**src/rtl/ssd_pkg.sv**
```systemverilog
// Shared constants for the seven-segment readback: active-low segment codes
// ([6:0] = a..g) and the acceptance FSM encoding.
package ssd_pkg;

   localparam logic [6:0] SSD_0     = 7'b0000001;
   localparam logic [6:0] SSD_1     = 7'b1001111;
   localparam logic [6:0] SSD_2     = 7'b0010010;
   localparam logic [6:0] SSD_3     = 7'b0000110;
   localparam logic [6:0] SSD_4     = 7'b1001100;
   localparam logic [6:0] SSD_5     = 7'b0100100;
   localparam logic [6:0] SSD_6     = 7'b0100000;
   localparam logic [6:0] SSD_7     = 7'b0001111;
   localparam logic [6:0] SSD_8     = 7'b0000000;
   localparam logic [6:0] SSD_9     = 7'b0000100;
   localparam logic [6:0] SSD_BLANK = 7'b1111111;

   typedef enum logic [1:0] {
      ST_IDLE,
      ST_SETTLE,
      ST_ACCEPT,
      ST_LOCKED
   } state_t;

   // tens*10 + units built from shifts: tens*8 + tens*2 + units.
   function automatic logic [6:0] bcd_to_bin(input logic [3:0] tens, input logic [3:0] units);
      return {tens, 3'b000} + {2'b00, tens, 1'b0} + {3'b000, units};
   endfunction

endpackage

```
**src/rtl/ssd_digit_decode.sv**
```systemverilog
// Combinational decode of one active-low seven-segment pattern to a BCD digit,
// with a legal-code flag and an all-segments-off flag.
module ssd_digit_decode
   import ssd_pkg::*;
(
   input  logic [6:0] seg,
   output logic [3:0] digit,
   output logic       legal,
   output logic       blank
);

   always_comb begin
      digit = 4'd0;
      legal = 1'b1;
      blank = (seg == SSD_BLANK);
      case (seg)
         SSD_0:   digit = 4'd0;
         SSD_1:   digit = 4'd1;
         SSD_2:   digit = 4'd2;
         SSD_3:   digit = 4'd3;
         SSD_4:   digit = 4'd4;
         SSD_5:   digit = 4'd5;
         SSD_6:   digit = 4'd6;
         SSD_7:   digit = 4'd7;
         SSD_8:   digit = 4'd8;
         SSD_9:   digit = 4'd9;
         default: legal = 1'b0;
      endcase
   end

endmodule

```
**src/rtl/ssd_bcd_reader.sv**
```systemverilog
// Readback checker for a two-digit seven-segment display: debounces the segment
// bus, decodes it to BCD/binary, flags illegal patterns and classifies steps.
module ssd_bcd_reader
   import ssd_pkg::*;
#(
   parameter int STABLE_CYCLES = 4,
   parameter bit BLANK_IS_ZERO = 1'b1
) (
   input  logic       Clk,
   input  logic       Rst_n,
   input  logic [6:0] SSD_in0,
   input  logic [6:0] SSD_in1,
   output logic [3:0] Out0,
   output logic [3:0] Out1,
   output logic [6:0] Bin,
   output logic       Valid,
   output logic       Update,
   output logic       Inc,
   output logic       Jump,
   output logic       Err
);

   localparam logic [3:0] CNT_MAX = 4'(STABLE_CYCLES);
   localparam logic [3:0] ACC_AT  = 4'(STABLE_CYCLES - 1);

   logic [1:0][6:0] cap_q, cap_d;
   logic [3:0]      cnt_q, cnt_d;
   state_t          state_q, state_d;
   logic [3:0]      out0_q, out0_d, out1_q, out1_d;
   logic [6:0]      bin_q, bin_d;
   logic            valid_q, valid_d;
   logic            update_q, update_d;
   logic            inc_q, inc_d;
   logic            jump_q, jump_d;
   logic            err_q, err_d;

   logic [1:0][3:0] dig;
   logic [1:0]      legal;
   logic [1:0]      blank;
   logic [1:0]      digit_ok;
   logic            same;
   logic [3:0]      cnt_inc;
   logic [6:0]      new_bin;
   logic [6:0]      next_bin;

   // Index 0 = units (SSD_in0), index 1 = tens (SSD_in1); only tens may be blank.
   for (genvar g = 0; g < 2; g++) begin : g_dig
      ssd_digit_decode u_dec (
         .seg   (cap_q[g]),
         .digit (dig[g]),
         .legal (legal[g]),
         .blank (blank[g])
      );
      assign digit_ok[g] = legal[g] | (blank[g] & (BLANK_IS_ZERO && g == 1));
   end

   assign same     = ({SSD_in1, SSD_in0} == cap_q);
   assign cnt_inc  = (cnt_q == CNT_MAX) ? cnt_q : cnt_q + 4'd1;
   assign new_bin  = bcd_to_bin(dig[1], dig[0]);
   assign next_bin = (bin_q == 7'd99) ? 7'd0 : bin_q + 7'd1;

   always_comb begin
      cap_d    = {SSD_in1, SSD_in0};
      cnt_d    = cnt_q;
      state_d  = state_q;
      out0_d   = out0_q;
      out1_d   = out1_q;
      bin_d    = bin_q;
      valid_d  = valid_q;
      err_d    = err_q;
      update_d = 1'b0;
      inc_d    = 1'b0;
      jump_d   = 1'b0;

      if (!same) begin
         // A change always restarts the count; with a one-cycle window it is already due.
         cnt_d   = '0;
         state_d = (ACC_AT == 4'd0) ? ST_ACCEPT : ST_SETTLE;
      end else begin
         cnt_d = cnt_inc;
         case (state_q)
            ST_IDLE, ST_SETTLE: begin
               if (cnt_inc >= ACC_AT) state_d = ST_ACCEPT;
            end
            ST_ACCEPT: begin
               state_d = ST_LOCKED;
               if (&digit_ok) begin
                  out0_d  = dig[0];
                  out1_d  = dig[1];
                  bin_d   = new_bin;
                  valid_d = 1'b1;
                  err_d   = 1'b0;
                  if (!valid_q) begin
                     update_d = 1'b1;
                  end else if (new_bin != bin_q) begin
                     update_d = 1'b1;
                     inc_d    = (new_bin == next_bin);
                     jump_d   = (new_bin != next_bin);
                  end
               end else begin
                  err_d = 1'b1;
               end
            end
            default: state_d = ST_LOCKED;
         endcase
      end
   end

   always_ff @(posedge Clk or negedge Rst_n) begin
      if (!Rst_n) begin
         cap_q    <= {SSD_BLANK, SSD_BLANK};
         cnt_q    <= '0;
         state_q  <= ST_IDLE;
         out0_q   <= '0;
         out1_q   <= '0;
         bin_q    <= '0;
         valid_q  <= 1'b0;
         update_q <= 1'b0;
         inc_q    <= 1'b0;
         jump_q   <= 1'b0;
         err_q    <= 1'b0;
      end else begin
         cap_q    <= cap_d;
         cnt_q    <= cnt_d;
         state_q  <= state_d;
         out0_q   <= out0_d;
         out1_q   <= out1_d;
         bin_q    <= bin_d;
         valid_q  <= valid_d;
         update_q <= update_d;
         inc_q    <= inc_d;
         jump_q   <= jump_d;
         err_q    <= err_d;
      end
   end

   assign Out0   = out0_q;
   assign Out1   = out1_q;
   assign Bin    = bin_q;
   assign Valid  = valid_q;
   assign Update = update_q;
   assign Inc    = inc_q;
   assign Jump   = jump_q;
   assign Err    = err_q;

endmodule

```
**config.mk**
```make
export PLATFORM = sky130hd
export DESIGN_NAME = ssd_bcd_reader
export DESIGN_NICKNAME = d
export VERILOG_FILES = /design/src/rtl/ssd_pkg.sv /design/src/rtl/ssd_digit_decode.sv /design/src/rtl/ssd_bcd_reader.sv
export SDC_FILE = /design/constraint.sdc
export NUM_CORES = 1
export LEC_CHECK = 0
export ABC_CLOCK_PERIOD_IN_PS = 3300
export BUFFER_PORTS_ARGS = -buffer_cell sky130_fd_sc_hd__clkbuf_2
export CORE_ASPECT_RATIO = 0.7
export CORE_UTILIZATION = 52
export CTS_CLUSTER_DIAMETER = 150
export CTS_CLUSTER_SIZE = 25
export DETAILED_ROUTE_END_ITERATION = 10
export GPL_TIMING_DRIVEN = 0
export PLACE_DENSITY_LB_ADDON = 0.12
export SLEW_MARGIN = 20
export SYNTH_ARGS = -nofsm -noshare
export SYNTH_HDL_FRONTEND = slang
export SYNTH_SLANG_ARGS = --single-unit
```
**constraint.sdc**
```tcl
create_clock -name Clk -period 3.3 [get_ports Clk]
set_clock_uncertainty 0.05 [all_clocks]
set_input_delay 0.165 -clock Clk [delete_from_list [all_inputs] [get_ports Clk]]
set_output_delay 0.165 -clock Clk [all_outputs]
set_load 0.02 [all_outputs]
```
==> metrics.md, run 1 <==
| Metric | Value |
|---|---|
| Initial DRC Count | 146 |
| CTS sink cnt | 39 |
| Clock power frac | 32.4% |
| Metal3 WL | 350 um |
| Vias in the first global route | 1908 |
| Post-route DRC violation count | 0 |
| TritonCTS buffer count | 5 |
| Switching Share | roughly a quarter |
| I/O pin cnt | 36 |
| Ant. Diodes | 0 |
| Slew Viols, Final | 0 |
| Arrival time worst endpoint | 3.68 ns |
| Fin crit period | 3.51 ns |
| Final hold vios | 0 |
| Sequential Power Share | about 52% |
| Post-synth ARST share | 100% |
| Worst Tran Pin Value | 0.961 ns |
| Total gr overflow | 0 |
| Clock Root Buffer | clkbuf_8 |
| Die Y-Extent | 61.1 um |
| Final setup viols | 3 |
| Avg Inst Size Synth | 10.3 um^2 |
| Clock Latency Late Sink | 0.29 ns |
| Num rows | 21 |
| Worst path required time | 3.46 ns |
| Synthesized area | 2590 um^2 |
| Post-Syn Nets | 280 |
| FF+latch count, synth | 39 |
| Fin crit share | 106% |
| RSZ-0062 raised after global routing | true |
| Final #Nets | 361 |
| CTS tree | built |
| GRT Resource Usage Total | about a quarter |
| Synth Flop Type | dfrtp_1 |
| Hold Crit Class | reg -> reg |
| Post-DP HPWL | a little under 4 mm |
| Fmax | 285 MHz |
| GPL Wtd Cong | 0.830 |
| First-pass GRT wire length | 9.35 mm |
| Library cells used by synthesis | 55 |
| Failing checks | negative setup slack |
| Die width | 86.4 um |
| Top Layer Used | met4 |
| CTS Buffer Depth | 2 |
| Status | finished with violations |
| Lkg Pwr | 1.58 nW |
| Largest net degree at the start of global routing | 40 |
| End-of-flow core utilization | 72.0% |
| Critical path class | reg -> reg |
| Met1 Wirelength | 2.94 mm |
| EDFF count, synth | 0 |
| Post-DR wirelength/cell | between 15 and 20 um |
| Initial antenna violation count | 0 |
| Placeable Area | roughly 4800 um^2 |
| Internal power | 0.000714 W |
| Worst setup EP type | register |
| Most common cell after layout, fill and taps aside | clkbuf_2 |
| Starting Density | between 50% and 60% |
| Share of layout cells above drive strength 1 | 41.7% |
| H-tree depth | 2 |
| Warnings, synthesis | 0 |
| Avg Vias per Cell | around 5.4 |
| Met2 WL | 2.63 mm |
| Most frequent cells in the layout | clkbuf_2 (35), buf_4 (31), dfrtp_1 (25), nor2_1 (25), xor2_1 (21) |
| CP Max Fanout | 7 |
| Slew margin rel. | 36.0% |
| Via count | approximately 2200 |
| Worst vdd ir | around 190 uV |
| Clock input transition at the sequential cells of the worst setup and hold paths | 0.07 ns |
| Net Switching | 0.000250 W |
| Gate count of the mapped netlist | 251 |
| Setup ws final | -0.214 ns |
| IO buf count | 35 |
| Max Cap Viol | 0 |
| Startpoint types | register |
| Antenna Nets Post-Route | 0 |
| Seq/Total Area, Yosys | 38.3% |
| Pwr dens | 280 nW/um^2 |
| Area grow syn2layout | 32.8% |
| Routed wire length | 6.04 mm |
| Die area | about 5300 um^2 |
| First-pass DRT Iterations | 5 |
| Logic pwr share | between 10% and 20% |
| Design Power | 0.000964 W |
-- flip-flops by register name (all words and copies together), names as in the netlist --
| register | count |
|---|---|
| Err | 1 |
| cnt_q | 4 |
| Inc | 1 |
| Jump | 1 |
| cap_q | 14 |
| Bin | 6 |
| Update | 1 |
| Valid | 1 |
| state_q | 2 |
| Out0 | 4 |
| Out1 | 4 |
-- layout make-up --
class	instances	area, um^2
plain buffers	11	115
clock buffers	7	76.3
clock inverters	1	5.00
fillers	363	1340
inverters	14	52.6
multi-input cells	182	1570
flip-flops and latches	39	993
well taps	69	86.3
repair buffers	79	543
-- power by group through the flow --
| stage | sequential (W) | combinational, W | clock, W |
|---|---|---|---|
| final | 0.000505 | 0.000147 | 0.000312 |
| after global routing | 0.000507 | 0.000160 | 0.000344 |
| after detailed placement | 0.000507 | 0.000107 | 0 |
| after CTS | 0.000504 | 0.000136 | 0.000322 |
| after global placement | 0.000506 | 0.000106 | 0 |
| after floorplan | 0.000506 | 0.0000713 | 0 |
-- through the flow --
stage,worst slack (ns),TNS [ns],std cells,hold WS (ns),area [um^2]
detailed placement,-0.470,-0.870,355,0.225,2870
global route,-0.329,-0.774,402,0.467,3440
finish,-0.214,-0.474,402,0.454,3440
global placement,-0.444,-0.783,355,0.224,2870
CTS,-0.175,-0.325,397,0.460,3340
floorplan,0.00767,0,251,-0.181,2610
-- worst max-delay path, stage by stage (launching register included) --
cell       delay (ns)
dfstp_2          0.53
buf_6            0.12
and4b_1          0.26
a21oi_1          0.07
o31a_1           0.26
nor2_2           0.14
ha_2             0.21
ha_4             0.13
inv_1            0.05
fa_2             0.41
nand2b_4         0.16
a21oi_4          0.14
xnor3_1          0.27
o211ai_2         0.13
o2111ai_2        0.18
buf_4            0.18
a31oi_1          0.14
-- cell families after synthesis --
kind of cell    count (synthesis)  synth area share, %
buf+inv                        30                 7.00
compound gates                 33                 8.74
mux                            16                 7.44
xor+xnor                       33                 11.7
simple gates                   87                 19.9
fa+ha+maj                      13                 6.86
flops                          39                 38.3
-- per-layer routing --
layer,GRT usage [%],vias to the layer above
li1,-,1035
met1,35.7,1019
met2,35.0,87
met3,4.42,14
met4,8.33,0
met5,0,-
-- cells in the mapped netlist (3+ instances only) --
library cell	instances	area, um^2
inv_1	14	52.6
nand2_1	10	37.5
mux2_2	6	67.6
a21oi_1	12	60.1
xor2_1	23	201
nor3_1	7	35.0
dfstp_2	14	368
dfrtp_1	25	626
buf_6	5	56.3
nor4_2	3	37.5
nor2_1	28	105
and3_1	3	18.8
xnor2_1	9	78.8
buf_2	6	30.0
and4b_1	4	40.0
nand4_1	4	25.0
ha_1	11	138
or3_1	3	18.8
nand3_1	9	45.0
mux2i_1	5	50.1
mux2_4	5	75.1
nor3b_1	3	22.5
-- path summary, 6_finish.rpt --
| check | slack, ns | end | from | cells past startpoint |
|---|---|---|---|---|
| min in group asynchronous | 0.50 | Jump$_DFF_PN0_ | Rst_n | 2 |
| setup / recovery | -0.21 | Jump$_DFF_PN0_ | cap_q[2]$_DFF_PN1_ | 16 |
| setup reg to reg | -0.21 | Jump$_DFF_PN0_ | cap_q[2]$_DFF_PN1_ | 16 |
| hold reg to reg | 0.45 | Update$_DFF_PN0_ | Valid$_DFFE_PN0P_ | 1 |
| hold / removal | 0.45 | Update$_DFF_PN0_ | Valid$_DFFE_PN0P_ | 1 |
| max in group asynchronous | 2.10 | cnt_q[1]$_DFF_PN0_ | Rst_n | 2 |
-- timing repair --
item,4_1_cts,5_1_grt
pin swaps,16,16
setup buffers,22,11
hold buffers,15,0
setup endpoints to repair,3,4
endpoints found under the hold margin,24,0
gates resized for setup,20,11
Note: power is estimated with default switching activity, not from simulation.
==> run 2, diff against run 1 <==
- ABC_CLOCK_PERIOD_IN_PS: 3300 -> 4370
- CORE_UTILIZATION: 52 -> 62
- clock period: 3.3 -> 4.37 ns (I/O delays scaled with it)
==> run 2 against run 1 <==
Effect of this change:
- the flow now finishes without violations
- final cell count fell by 10%
- final area down 10%
- sequential cell count unchanged
- hold slack got worse by 0.45 ns
- maximum frequency fell by 10%
- power is 19% lower
- combinational power decreased by 38%
- via count is 7.2% lower
- clock power hardly changed
- critical path type unchanged
- largest cell class unchanged
- largest power group unchanged
- highest routed layer unchanged
==> metrics.md, run 2 (synthesis results as in run 1) <==
| Metric | Value |
|---|---|
| Final #Nets | 336 (-6.9%) |
| Cts repair resizes | 0 (-100%) |
| Max FFs per register | 14 (unchanged) |
| IO buf count | 35 (unchanged) |
| Avg Vias per Cell | 5.56 (+3.6%) |
| CTS Buffer Depth | 2 (unchanged) |
| Share of layout cells above drive strength 1 | 29.9% (-12 points) |
| First-pass DRT Iterations | 4 (-1) |
| Antenna Nets Post-Route | 0 (unchanged) |
| WHS | 0.000454 ns (-0.454 ns) |
| Most common cell after layout, fill and taps aside | clkbuf_2 |
| Largest net degree at the start of global routing | 40 (unchanged) |
| Vias in the first global route | 1870 (-2.0%) |
| Fmax | 255 MHz (-10%) |
| Critical Path, Cell by Cell | buf_2, nand4_1, or3_1, a21oi_1, fa_1, inv_1, fa_1, xor2_1, nand3_1, nor2_1, o211ai_2, o2111ai_1, and4b_1 |
| Worst Tran Pin Value | 0.942 ns (-0.0182 ns) |
| Fillers | 263 (-28%) |
| Total gr overflow | 0 (unchanged) |
| Final setup viols | 0 (-3) |
| GPL Wtd Cong | 0.866 (+4.3%) |
| Worst path max stage delay | 0.51 ns (-0.02 ns) |
| Die width | 79.3 um (-8.2%) |
| Fin crit period | 3.92 ns (+0.407 ns) |
| Ant. Diodes | 0 (unchanged) |
| Area grow syn2layout | 19.2% |
| Num rows | 19 (-9.5%) |
| TritonCTS buffer count | 5 (unchanged) |
| Worst setup EP type | register |
| Most frequent cells in the layout | clkbuf_2 (35), nor2_1 (28), dfrtp_1 (25) |
| Die area | 4450 um^2 (-16%) |
| Sum Neg Setup Slack | 0 ns (+0.474 ns) |
| Initial antenna violation count | 0 (unchanged) |
| Placeable Area | 3970 um^2 (-17%) |
| CTS sink cnt | 39 (unchanged) |
| First-pass GRT wire length | 8.91 mm (-4.7%) |
| Clock input transition at the sequential cells of the worst setup and hold paths | 0.08 ns (about the same) |
| Status | finished clean |
| I/O pin cnt | 36 (unchanged) |
| Multi-input logic area | 1420 um^2 (-9.7%) |
| Slew margin rel. | 37.2% (+1.2 points) |
| Crit-path slowest cell | dfstp_2 |
| Post-DR wirelength/cell | 14.9 um (-0.95%) |
| Starting Density | 65.3% (+11 points) |
| CTS tree | built |
| Biggest register | cap_q |
| Arrival time worst endpoint | 4.06 ns (+0.38 ns) |
| Lkg Pwr | 1.44 nW (-8.9%) |
| Max Cap Viol | 0 (unchanged) |
| Die Y-Extent | 56.1 um (-8.1%) |
| H-tree depth | 2 (unchanged) |
| Slew Viols, Final | 0 (unchanged) |
| Routed wire length | 5.36 mm (-11%) |
| Hold Crit Class | in -> async |
| Worst path required time | 4.51 ns (+1.05 ns) |
| Final hold vios | 0 (unchanged) |
| Register area | 993 um^2 (unchanged) |
| RSZ-0062 raised after global routing | false |
| Reg2Reg Setup Slack | 0.45 ns (+0.66 ns) |
| Post-CTS setup buffers | 0 (-100%) |
| CP Max Fanout | 10 (+3) |
| Post-route DRC violation count | 0 (unchanged) |
| Clock Root Buffer | clkbuf_8 |
| Critical path class | reg -> reg |
| Startpoint types | register |
| Fin crit share | 89.7% (-17 points) |
| Via count | 2000 (-7.2%) |
| Initial DRC Count | 93 (-36%) |
| Clock Latency Late Sink | 0.29 ns (about the same) |
| GRT Resource Usage Total | 26.6% (+2.7 points) |
| Most used cell, CP | fa_1 |
| Worst vdd ir | 257 uV (+37%) |
| Post-DP HPWL | 3.91 mm (+0.82%) |
| Pwr dens | 251 nW/um^2 (-10%) |
run 2: cell types whose count changed in the layout (fill, tap and decap cells not counted), sizes merged:
cell	delta
buf	-25
bufinv	+1
dlygate4sd3	-1
run 2: metrics by stage:
| step | setup WS (ns) | util (%) | area [um^2] | total power, W | instances |
|---|---|---|---|---|---|
| floorplan | 0.937 | - | 2590 | 0.000435 | 251 |
| global placement | 0.489 | 71.3 | 2830 | 0.000460 | 338 |
| global route | 0.147 | 77.8 | 3090 | 0.000808 | 360 |
| finish | 0.449 | 77.8 | 3090 | 0.000776 | 360 |
| detailed placement | 0.425 | 71.3 | 2830 | 0.000463 | 338 |
| CTS | 0.424 | 77.8 | 3090 | 0.000781 | 360 |
run 2: cell type report:
class | instances | share of cell area [%]
clock buffers | 6 | 2.67
clock inverters | 2 | 1.13
well taps | 52 | 2.11
multi-input cells | 182 | 45.8
repair buffers | 49 | 10.2
flip-flops and latches | 39 | 32.2
plain buffers | 16 | 4.17
inverters | 14 | 1.70
run 2: power by group:
part | switching (W) | total [W] | internal [W]
logic | 0.0000517 | 0.0000906 | 0.0000390
registers | 0.00000351 | 0.000376 | 0.000373
clock network | 0.000125 | 0.000310 | 0.000185
total | 0.000180 | 0.000776 | 0.000596
run 2: routing by layer:
layer  up-vias  wire, um  track usage, %
li1        992         -               -
met3         9       283            6.39
met4         0        64            7.53
met5         -         0               0
met2        57      2370            39.5
met1       942      2630            38.7
run 2: path summary, 6_finish.rpt:
check                                    start                endpoint  depth (start not counted)
setup / recovery           cap_q[10]$_DFF_PN1_           Inc$_DFF_PN0_                         13
max in group asynchronous                Rst_n  state_q[0]$_DFFE_PN0P_                          1
hold reg to reg            Out1[2]$_DFFE_PN0P_     Out1[2]$_DFFE_PN0P_                          1
setup reg to reg           cap_q[10]$_DFF_PN1_           Inc$_DFF_PN0_                         13
min in group Clk           Out1[2]$_DFFE_PN0P_     Out1[2]$_DFFE_PN0P_                          1
hold / removal                           Rst_n          Jump$_DFF_PN0_                          1
run 2: repair_timing:
| item | 4_1_cts | 5_1_grt |
|---|---|---|
| hold buffers | 14 | 0 |
| hold endpoints to repair | 14 | 0 |
| endpoints found under the setup margin | 0 | 0 |
run 2: critical path: cells and delay by family, from the launching register on:
| family | cells | cell delay, ns |
|---|---|---|
| buffers and inverters | 2 | 0.34 |
| AOI/OAI and AO/OA | 3 | 0.79 |
| adders and majority gates | 2 | 0.93 |
| DFF | 1 | 0.51 |
| xor gates and xnor gates | 1 | 0.25 |
| and+or+nand+nor | 5 | 0.95 |
==> run 3, diff against run 2 <==
- CAP_MARGIN: not set -> 30
- PLACE_DENSITY: not set -> 0.85
- PLACE_DENSITY_LB_ADDON: 0.12 -> not set
==> run 3 against run 2 <==
Effect of this change:
- hold slack better by 0.32 ns
- sequential share of layout area up 0.078 points
- count of clock-buffer cells in the layout up 2
- global-route usage up 2.1 points
- die area unchanged
- sequential power about the same
==> metrics.md, run 3 (synthesis results as in run 1) <==
| Metric | Value |
|---|---|
| Worst vdd ir | 206 uV (-20%) |
| H-tree depth | 2 (unchanged) |
| Post-route DRC violation count | 0 (unchanged) |
| Final setup viols | 0 (unchanged) |
| Initial DRC Count | 165 (+77%) |
| Avg Vias per Cell | 5.77 (+3.8%) |
| Met3 usage | 5.41% (-0.98 points) |
| Status | finished clean |
| Post-DR wirelength/cell | 15.9 um (+7.0%) |
| Arrival time worst endpoint | 4.23 ns (+0.17 ns) |
| Biggest register | cap_q |
| Via count | 2088 (+4.4%) |
| Most frequent cells in the layout | clkbuf_2 (35), nor2_1 (28), dfrtp_1 (25) |
| Pwr dens | 229 nW/um^2 (-8.7%) |
| Clock Latency Late Sink | 0.29 ns (about the same) |
| GRT busiest layer | met2 |
| Most common cell after layout, fill and taps aside | clkbuf_2 |
| Hold Crit Class | in -> async |
| Most used cell, CP | fa_1 |
| CTS Buffer Depth | 2 (unchanged) |
| Lkg Pwr | 1.43 nW (-0.56%) |
| Max Cap Viol | 0 (unchanged) |
| GPL Wtd Cong | 0.879 (+1.5%) |
| Die area | 4450 um^2 (unchanged) |
| Switching Share | 25.4% (+2.2 points) |
| Slew Viols, Final | 0 (unchanged) |
| Critical Path, Cell by Cell | buf_2, nand4_1, or3_1, a21oi_1, fa_1, inv_1, fa_1, xor2_1, nand3_1, nor2_1, o211ai_2, o2111ai_1, and4b_1 |
| Startpoint types | register |
| Routed wire length | 5.76 mm (+7.6%) |
| Fin crit share | 93.8% (+4.1 points) |
| Die Y-Extent | 56.1 um (unchanged) |
| Clock power frac | 33.3% (-6.6 points) |
| Sequential Power Share | 53.2% (+4.8 points) |
| Register area | 993 um^2 (unchanged) |
| GRT Resource Usage Total | 28.7% (+2.1 points) |
| Sum Neg Setup Slack | 0 ns (unchanged) |
| RSZ-0062 raised after global routing | false |
| Fin crit period | 4.10 ns (+0.178 ns) |
| I/O pin cnt | 36 (unchanged) |
| Clock input transition at the sequential cells of the worst setup and hold paths | 0.07 ns (about the same) |
| Worst path max stage delay | 0.52 ns (about the same) |
| Fillers | 277 (+5.3%) |
| Fmax | 244 MHz (-4.3%) |
| Post-DP HPWL | 4.03 mm (+2.9%) |
| Num rows | 19 (unchanged) |
| Logic pwr share | 13.4% (+1.7 points) |
| Top Family by Delay on Critical Path | simple AND/OR/NAND/NOR gates |
| Cell area after layout | 3080 um^2 (-0.24%) |
| Initial antenna violation count | 0 (unchanged) |
| Internal power | 0.000528 W (-12%) |
| Crit-path slowest cell | dfstp_2 |
| Starting Density | 65.3% (unchanged) |
| Worst Tran Pin Value | 0.564 ns (-0.379 ns) |
| IO buf count | 35 (unchanged) |
| Multi-input logic area | 1420 um^2 (unchanged) |
| Met2 Usage GRT | 42.7% (+3.2 points) |
| Met1 usage | 41.3% (+2.7 points) |
| Largest net degree at the start of global routing | 40 (unchanged) |
| Net Switching | 0.000179 W (-0.43%) |
| Vias in the first global route | 1982 (+6.0%) |
| CP Max Fanout | 10 (unchanged) |
| Placed cell areas | 2830 um^2 (unchanged) |
| Ant. Diodes | 0 (unchanged) |
| CTS tree | built |
| Placeable Area | 3970 um^2 (unchanged) |
| TritonCTS buffer count | 5 (unchanged) |
| Worst path required time | 4.50 ns (about the same) |
| Die width | 79.3 um (unchanged) |
| Share of layout cells above drive strength 1 | 29.0% (-0.84 points) |
| Total gr overflow | 0 (unchanged) |
| Final #Nets | 338 (+0.60%) |
| Worst setup EP type | register |
| Final hold vios | 0 (unchanged) |
| Cts repair resizes | 0 (unchanged) |
| CTS sink cnt | 39 (unchanged) |
| Design Power | 0.000707 W (-8.9%) |
| Post-CTS setup buffers | 0 (unchanged) |
| Slew margin rel. | 62.3% (+25 points) |
| First-pass GRT wire length | 9.60 mm (+7.7%) |
| First-pass DRT Iterations | 4 (unchanged) |
| Critical path class | reg -> reg |
| Area grow syn2layout | 18.9% |
| WP buf/inv | 2 (unchanged) |
| Max FFs per register | 14 (unchanged) |
| Clock Root Buffer | clkbuf_8 |
| Antenna Nets Post-Route | 0 (unchanged) |
[run 3: worst reg2reg max path, delay by kind of cell, from the launching register on]
| family | cells | cell delay (ns) |
|---|---|---|
| flip-flops | 1 | 0.52 |
| buffers and inverters | 2 | 0.34 |
| AO/OA/AOI/OAI | 3 | 0.90 |
| XOR/XNOR | 1 | 0.25 |
| adder cells (fa/ha/maj) | 2 | 0.95 |
| AND/OR/NAND/NOR | 5 | 1.00 |
[run 3: per-stage QoR]
stage               hold slack (ns)  util (%)  setup slack (ns)  cells
detailed placement            0.279      71.3             0.430    338
global route                  0.333      77.6             0.152    362
global placement              0.278      71.3             0.517    338
finish                        0.318      77.6             0.271    362
CTS                          0.0460      76.9             0.387    360
floorplan                    -0.127         -             0.937    251
[run 3: cell type report]
type | count | share of cell area (%)
repair buffers | 51 | 11.2
inverters | 14 | 1.71
multi-input cells | 182 | 46.0
flip-flops and latches | 39 | 32.2
well taps | 52 | 2.11
clock buffers | 8 | 2.60
plain buffers | 16 | 4.18
[run 3: metal layers]
layer  part of all wire, %  routed length, um
met1                    45               2620
met2                    46               2630
met3                   6.2                360
met4                   2.6                147
met5                     0                  0
[run 3: timing repair]
item / in CTS / in global routing
endpoints found under the setup margin: 0 / 0
hold buffers: 14 / 1
endpoints found under the hold margin: 14 / 9
[run 3: power groups by stage]
stage / Sequential (W) / Clock, W / Combinational (W)
after floorplan: 0.000382 / 0 / 0.0000529
after global placement: 0.000382 / 0 / 0.0000774
after detailed placement: 0.000383 / 0 / 0.0000802
after CTS: 0.000376 / 0.000240 / 0.0000904
after global routing: 0.000377 / 0.000255 / 0.000104
final: 0.000376 / 0.000236 / 0.0000949
[run 3: worst paths after layout]
| path | startpoint | end | slack (ns) | cells after the start |
|---|---|---|---|---|
| setup reg to reg | cap_q[10]$_DFF_PN1_ | Inc$_DFF_PN0_ | 0.27 | 13 |
| min in group Clk | Out1[2]$_DFFE_PN0P_ | Out1[2]$_DFFE_PN0P_ | 0.46 | 1 |
| setup / recovery | cap_q[10]$_DFF_PN1_ | Inc$_DFF_PN0_ | 0.27 | 13 |
| hold / removal | Rst_n | Out0[2]$_DFFE_PN0P_ | 0.32 | 2 |
| max in group asynchronous | Rst_n | cap_q[9]$_DFF_PN1_ | 3.42 | 3 |
| hold reg to reg | Out1[2]$_DFFE_PN0P_ | Out1[2]$_DFFE_PN0P_ | 0.46 | 1 |
